<file path="src/rtl/md_pkg.sv">
// Shared encodings for the iterative multiply/divide unit: operation codes,
// controller states and small op-decoding helpers.
package md_pkg;

    typedef enum logic [1:0] {
        OP_MULTU = 2'b00,
        OP_MULT  = 2'b01,
        OP_DIVU  = 2'b10,
        OP_DIV   = 2'b11
    } md_op_e;

    typedef enum logic [1:0] {
        IDLE = 2'b00,
        RUN  = 2'b01,
        FIX  = 2'b10
    } md_state_e;

    localparam logic [4:0] LAST_STEP = 5'd31;

    function automatic logic op_is_signed(input md_op_e op_v);
        return (op_v == OP_MULT) || (op_v == OP_DIV);
    endfunction

    function automatic logic op_is_div(input md_op_e op_v);
        return (op_v == OP_DIVU) || (op_v == OP_DIV);
    endfunction

endpackage

</file>
<file path="src/rtl/md_absneg.sv">
// Conditional two's-complement negate: yields |x| when fed the sign bit,
// or re-applies a sign to an unsigned magnitude on the way out.
module md_absneg #(
    parameter int W = 32
) (
    input  logic [W-1:0] val_i,
    input  logic         neg_i,
    output logic [W-1:0] val_o
);

    assign val_o = neg_i ? (~val_i + {{(W-1){1'b0}}, 1'b1}) : val_i;

endmodule

</file>
<file path="src/rtl/md_unit.sv">
// Iterative 32-bit multiply/divide unit with HI/LO registers: one radix-2
// step per cycle on operand magnitudes, then a single sign fix-up cycle.
module md_unit
    import md_pkg::*;
(
    input  logic        clk,
    input  logic        rst,
    input  logic        start,
    input  logic [1:0]  op,
    input  logic [31:0] a,
    input  logic [31:0] b,
    input  logic        mthi,
    input  logic        mtlo,
    input  logic [31:0] wdata,
    output logic        busy,
    output logic        done,
    output logic [31:0] hi,
    output logic [31:0] lo
);

    md_state_e   state_q, state_d;
    md_op_e      op_q, op_d;
    logic [4:0]  cnt_q, cnt_d;
    logic        done_q, done_d;
    logic [63:0] acc_q, acc_d;
    logic [31:0] opb_q, opb_d;     // multiplicand (mult) or divisor (div) magnitude
    logic [31:0] a_q, a_d;         // raw dividend, returned as HI on divide-by-zero
    logic        sgn_res_q, sgn_res_d;
    logic        sgn_rem_q, sgn_rem_d;
    logic        bzero_q, bzero_d;
    logic [31:0] hi_q, hi_d;
    logic [31:0] lo_q, lo_d;

    md_op_e      op_in;
    logic        in_signed;
    logic [31:0] abs_a, abs_b;
    logic [63:0] prod_fix;
    logic [31:0] quo_fix, rem_fix;
    logic        run_div;
    logic [32:0] add_x, add_y;
    logic        add_cin;
    logic [33:0] add_sum;
    logic [63:0] step;

    assign op_in     = md_op_e'(op);
    assign in_signed = op_is_signed(op_in);
    assign run_div   = op_is_div(op_q);

    md_absneg #(.W(32)) u_abs_a    (.val_i(a),            .neg_i(in_signed & a[31]), .val_o(abs_a));
    md_absneg #(.W(32)) u_abs_b    (.val_i(b),            .neg_i(in_signed & b[31]), .val_o(abs_b));
    md_absneg #(.W(64)) u_fix_prod (.val_i(acc_q),        .neg_i(sgn_res_q),         .val_o(prod_fix));
    md_absneg #(.W(32)) u_fix_quo  (.val_i(acc_q[31:0]),  .neg_i(sgn_res_q),         .val_o(quo_fix));
    md_absneg #(.W(32)) u_fix_rem  (.val_i(acc_q[63:32]), .neg_i(sgn_rem_q),         .val_o(rem_fix));

    // Shared 33-bit adder: accumulate multiplicand, or trial-subtract the divisor
    // from the left-shifted partial remainder (carry out = no borrow).
    always_comb begin
        if (run_div) begin
            add_x   = acc_q[63:31];
            add_y   = ~{1'b0, opb_q};
            add_cin = 1'b1;
        end else begin
            add_x   = {1'b0, acc_q[63:32]};
            add_y   = acc_q[0] ? {1'b0, opb_q} : 33'd0;
            add_cin = 1'b0;
        end
    end

    assign add_sum = {1'b0, add_x} + {1'b0, add_y} + {33'd0, add_cin};

    always_comb begin
        if (run_div) begin
            step = add_sum[33] ? {add_sum[31:0], acc_q[30:0], 1'b1} : {acc_q[62:0], 1'b0};
        end else begin
            step = {add_sum[32:0], acc_q[31:1]};
        end
    end

    always_comb begin
        state_d   = state_q;
        op_d      = op_q;
        cnt_d     = cnt_q;
        done_d    = 1'b0;
        acc_d     = acc_q;
        opb_d     = opb_q;
        a_d       = a_q;
        sgn_res_d = sgn_res_q;
        sgn_rem_d = sgn_rem_q;
        bzero_d   = bzero_q;
        hi_d      = hi_q;
        lo_d      = lo_q;
        case (state_q)
            IDLE: begin
                if (mthi) hi_d = wdata;
                if (mtlo) lo_d = wdata;
                if (start) begin
                    state_d   = RUN;
                    op_d      = op_in;
                    cnt_d     = 5'd0;
                    a_d       = a;
                    bzero_d   = (b == 32'd0);
                    sgn_res_d = in_signed & (a[31] ^ b[31]);
                    sgn_rem_d = in_signed & a[31];
                    if (op_is_div(op_in)) begin
                        acc_d = {32'd0, abs_a};
                        opb_d = abs_b;
                    end else begin
                        acc_d = {32'd0, abs_b};
                        opb_d = abs_a;
                    end
                end
            end
            RUN: begin
                acc_d = step;
                cnt_d = cnt_q + 5'd1;
                if (cnt_q == LAST_STEP) state_d = FIX;
            end
            FIX: begin
                state_d = IDLE;
                done_d  = 1'b1;
                if (!run_div) begin
                    {hi_d, lo_d} = prod_fix;
                end else if (bzero_q) begin
                    hi_d = a_q;
                    lo_d = 32'hFFFF_FFFF;
                end else begin
                    hi_d = rem_fix;
                    lo_d = quo_fix;
                end
            end
            default: state_d = IDLE;
        endcase
    end

    always_ff @(posedge clk) begin
        if (rst) begin
            state_q   <= IDLE;
            op_q      <= OP_MULTU;
            cnt_q     <= 5'd0;
            done_q    <= 1'b0;
            acc_q     <= 64'd0;
            opb_q     <= 32'd0;
            a_q       <= 32'd0;
            sgn_res_q <= 1'b0;
            sgn_rem_q <= 1'b0;
            bzero_q   <= 1'b0;
            hi_q      <= 32'd0;
            lo_q      <= 32'd0;
        end else begin
            state_q   <= state_d;
            op_q      <= op_d;
            cnt_q     <= cnt_d;
            done_q    <= done_d;
            acc_q     <= acc_d;
            opb_q     <= opb_d;
            a_q       <= a_d;
            sgn_res_q <= sgn_res_d;
            sgn_rem_q <= sgn_rem_d;
            bzero_q   <= bzero_d;
            hi_q      <= hi_d;
            lo_q      <= lo_d;
        end
    end

    assign busy = (state_q != IDLE);
    assign done = done_q;
    assign hi   = hi_q;
    assign lo   = lo_q;

endmodule

</file>
<file path="config.mk">
export PLATFORM = sky130hd
export DESIGN_NAME = md_unit
export DESIGN_NICKNAME = d
export VERILOG_FILES = /design/src/rtl/md_pkg.sv /design/src/rtl/md_absneg.sv /design/src/rtl/md_unit.sv
export SDC_FILE = /design/constraint.sdc
export NUM_CORES = 1
export LEC_CHECK = 0
export CAP_MARGIN = 0
export CORE_MARGIN = 2
export CORE_UTILIZATION = 40
export DETAILED_ROUTE_END_ITERATION = 6
export PLACE_DENSITY = 0.61
export RECOVER_POWER = 25
export SETUP_SLACK_MARGIN = 0.05
export SYNTH_ARGS = -nofsm -noshare
export SYNTH_HDL_FRONTEND = slang
export SYNTH_SLANG_ARGS = --single-unit
</file>
<file path="constraint.sdc">
create_clock -name clk -period 5.9 [get_ports clk]
set_input_delay 0.59 -clock clk [delete_from_list [all_inputs] [get_ports clk]]
set_output_delay 0.59 -clock clk [all_outputs]
set_load 0.005 [all_outputs]
</file>
==> summary.log <==
[setup_path] sequence of cells on the critical path buf_4 > nor2_1 > a21oi_1 > fa_1 > inv_1 > fa_1 > a21o_1 > a221oi_1 > buf_4 > o221a_2 > o21a_1 > o41ai_1 > buf_4 > a211oi_1 > xnor2_1 > o21ai_1 > a21oi_1
[setup_path] Worst R2R Path Depth 17
[setup_path] launching instance or port of the critical path op_q[1]$_SDFFE_PP0P_
[synthesis] post-synth top area cell dfxtp_1
[synthesis] Yosys warning total 0
[clock_tree] clock tree from TritonCTS done
[clock_tree] number of levels in the clock H-tree 1
[synthesis] count of flip-flops with a built-in enable after synthesis 0
[synthesis] Cell Area, Synth 15400 µm²
[global_routing] GR Util All Layers 30.42%
[setup_path] worst r2r dst acc_q[62]$_SDFFE_PP0P_
[floorplanning] die span in x 200.2 µm
[synthesis] post-synthesis instance total 2121
[finish] proportion of layout cells with a drive suffix above 1 6.513%
[synthesis] share of the synthesized area in the top cell type 26.51%
[synthesis] most used flip-flop cell after synthesis dfxtp_1
[job] reported max-cap violation count 1
[global_routing] number of antenna violations at the first check in global routing 0
[finish] sequential cell area 4089 µm²
[timing] hold violation count in the final report 0
[setup_path] critical path start-end classification reg2reg
[place] PortBufs 168
[finish] layout filler cell count 3781
[floorplanning] effective utilization at floorplan 40.80%
[synthesis] largest cells by area after synthesis dfxtp_1 (27%), nand2_1 (7.6%), a21oi_1 (6.6%), nor2_1 (5.2%), xnor2_1 (4.9%)
[finish] post-route non-filler standard cell count 2676
[synthesis] Yosys reg bits 204
[timing] number of pins exceeding their max-slew limit in the final report 32
[routing] vias 16330
[setup_path] termination of the worst setup path acc_q[62]$_SDFFE_PP0P_
[finish] area used by multi-input combinational logic 10500 µm²
[clock_tree] clock slew at the register clock pins of the worst setup and hold paths 0.06 ns
[clock_tree] setup bufs post-CTS 0
[setup_path] critical path's largest stage delay 0.61 ns
[synthesis] Seq/Total Area, Yosys 26.51%
[global_routing] pin count of the biggest net entering global routing 80
[routing] routed length per instance 23.74 µm
[clock_tree] number of clock buffers inserted by TritonCTS 26
[timing] number of setup violations in the final report 0
[global_routing] gr ovfl total 0
[floorplanning] I/O pin cnt 169
[outcome] outcome complete, but fails checks
[timing] clock tree skew after final layout 0.01944 ns
[routing] number of nets still failing antenna checks after routing 0
[finish] finished layout cell area 18050 µm²
[routing] DR iter-0 viols 1853
[synthesis] number of unique standard cell types used by synthesis 79
[routing] DRC Markers 0
[setup_path] slowest stage cell, crit path dfxtp_4
[clock_tree] number of resized instances in the post-cts repair step 0
[place] Detail Placement HPWL 48.63 mm
[power_and_ir_drop] ratio of total power to cell area 243.2 nW/µm²
[global_routing] first-pass GRT wire length 95.18 mm
[clock_tree] root buf cell clkbuf_16
[timing] highest attainable clock frequency 222.3 MHz
[clock_tree] Hold-fix buffers, CTS 0
[floorplanning] Core Box Area 37760 µm²
[routing] total wirelength of the detailed-routed design 63.52 mm
[outcome] violations in the final reports capacitance limit, slew limit
[timing] final period utilization 76.26%
[place] RD Place Congestion 0.9561
[routing] detailed-router iteration count before antenna repair 6
[routing] via density per instance 6.103
[clock_tree] TritonCTS Sinks 204
[floorplanning] floorplan die area 40100 µm²
[timing] setup repair after global routing missed its margin false
[setup_path] worst reg-to-reg setup slack 1.40 ns
[setup_path] WP data arrival 4.89 ns
[global_routing] number of global-route vias before repair 15000
[setup_path] Worst path most repeated cell buf_4
[setup_path] endpoint class of the critical path flop
[clock_tree] clock insertion delay at the later pin of the skew report 0.55 ns
[floorplanning] Chip Height 200.2 µm
[setup_path] Worst EP required 6.29 ns
[finish] antenna diode instance count 0
[finish] area grow syn2layout 17.18%
[timing] worst slack on hold paths 0.4434 ns
[timing] actual transition at the worst max-transition pin 1.572 ns
[min_path] Hold/Removal Path Class reg2reg
[synthesis] average footprint of a synthesized cell 7.263 µm²
[floorplanning] total number of placement rows 71
[setup_path] start of the worst register-to-register path op_q[1]$_SDFFE_PP0P_
[power_and_ir_drop] worst voltage drop across the vdd grid 0.1793 mV
[setup_path] critical path fanouts, max 42
[setup_path] CP Launch Type flop
[place] cell area after placement 17200 µm²
[timing] Post-Route Setup TNS 0 ns
[power_and_ir_drop] Leakage Power 6.557 nW
[synthesis] proportion of register bits with asynchronous set or reset after synthesis 0%
[timing] minimum clock period 4.499 ns
[clock_tree] number of buffers on the longest clock path 3
[place] cell total after placement 2632
[synthesis] syn nets 2264
[timing] Max transition margin -4.788%
[finish] net total in the final layout 2292
## sequential cells by signal, indices dropped and copies added (netlist names), 2 cells and up
name / flops
lo: 32
hi: 32
cnt_q: 5
acc_q: 64
opb_q: 32
a_q: 32
state_q: 2
## Yosys cell counts, types with 10 or more instances
library cell	number
o31ai_1	22
or4_1	14
ha_1	38
nor2_1	214
nand3_1	39
a21oi_1	202
o41ai_1	16
buf_1	21
o21ai_1	26
nand4_1	15
nor3_1	35
mux2i_1	44
xnor2_1	87
inv_1	22
nor4_1	16
nor2b_1	10
a31oi_1	14
a221oi_1	18
o21ai_0	144
xor2_1	73
o211ai_1	40
o221ai_1	59
clkbuf_1	162
nand2b_1	18
mux2_2	29
or3_1	21
dfxtp_1	204
nand2_1	310
a211oi_1	65
## cells in the final DEF (no fill, tap or decap), types with 21 or more instances in the layout
| cell type | count |
|---|---|
| nand2_1 | 309 |
| nor2_1 | 210 |
| a21oi_1 | 202 |
| dfxtp_1 | 202 |
| o21ai_0 | 144 |
| clkdlybuf4s50_1 | 106 |
| xnor2_1 | 87 |
| xor2_1 | 73 |
| a211oi_1 | 65 |
| dlygate4sd3_1 | 60 |
| o221ai_1 | 59 |
| mux2i_1 | 44 |
| o211ai_1 | 40 |
| nand3_1 | 39 |
| ha_1 | 38 |
| nor3_1 | 35 |
| mux2_2 | 29 |
| clkbuf_16 | 27 |
| buf_4 | 27 |
| o21ai_1 | 26 |
| inv_1 | 22 |
| o31ai_1 | 22 |
| or3_1 | 21 |
## per-stage QoR
stage | utilization [%] | worst slack, ns | power (mW)
2_1_floorplan | - | 1.546 | 2.310
4_1_cts | 47.83 | 1.479 | 4.388
3_3_place_gp | 45.56 | 1.597 | 2.763
6_report | 47.81 | 1.401 | 4.390
3_5_place_dp | 45.56 | 1.500 | 2.772
5_1_grt | 47.81 | 1.134 | 4.551
## worst min path at each step
stage	startpoint	endpoint	slack [ns]	depth (start not counted)
3_5_place_dp	hi[27]$_SDFFE_PP0P_	hi[27]$_SDFFE_PP0P_	0.44	2
2_1_floorplan	a_q[12]$_SDFFE_PP0P_	a_q[12]$_SDFFE_PP0P_	0.43	2
3_3_place_gp	hi[27]$_SDFFE_PP0P_	hi[27]$_SDFFE_PP0P_	0.44	2
6_report	hi[27]$_SDFFE_PP0P_	hi[27]$_SDFFE_PP0P_	0.44	2
4_1_cts	hi[27]$_SDFFE_PP0P_	hi[27]$_SDFFE_PP0P_	0.45	2
5_1_grt	hi[27]$_SDFFE_PP0P_	hi[27]$_SDFFE_PP0P_	0.47	2
## cell type report
cell class              instances  share of cell area, %
repair buffers                196                  10.40
flip-flops and latches        204                  22.65
well taps                     511                  3.542
clock buffers                  35                  4.187
clock inverters                 9                 0.5753
inverters                      24                 0.4991
multi-input cells            1697                  58.15
## where the power goes
group	switching (mW)	internal [mW]
combinational	0.690	0.431
sequential	0.162	1.48
clock	0.652	0.977
## worst max-delay path, delay by kind of cell (launching register included)
family	cells	cell delay [ns]
AOI/OAI and AO/OA	9	1.90
xor gates and xnor gates	1	0.14
buffers and inverters	4	0.89
adders and majority gates	2	0.62
DFF	1	0.61
and+or+nand+nor	1	0.14
## per-layer routing
layer  GRT usage, %  wire length, µm
met1          43.76            29470
met2          47.41            27840
met3          4.442             4558
met5              0                0
met4          7.836             1652
## cell families after synthesis
family	Yosys count	synth area share, %
multiplexers	73	4.979
AO/OA/AOI/OAI	683	28.44
AND/OR/NAND/NOR	741	22.03
XOR/XNOR	160	9.097
buffers and inverters	220	5.596
adder cells (fa/ha/maj)	40	3.346
flip-flops	204	26.51
Note: power is estimated with default switching activity, not from simulation.
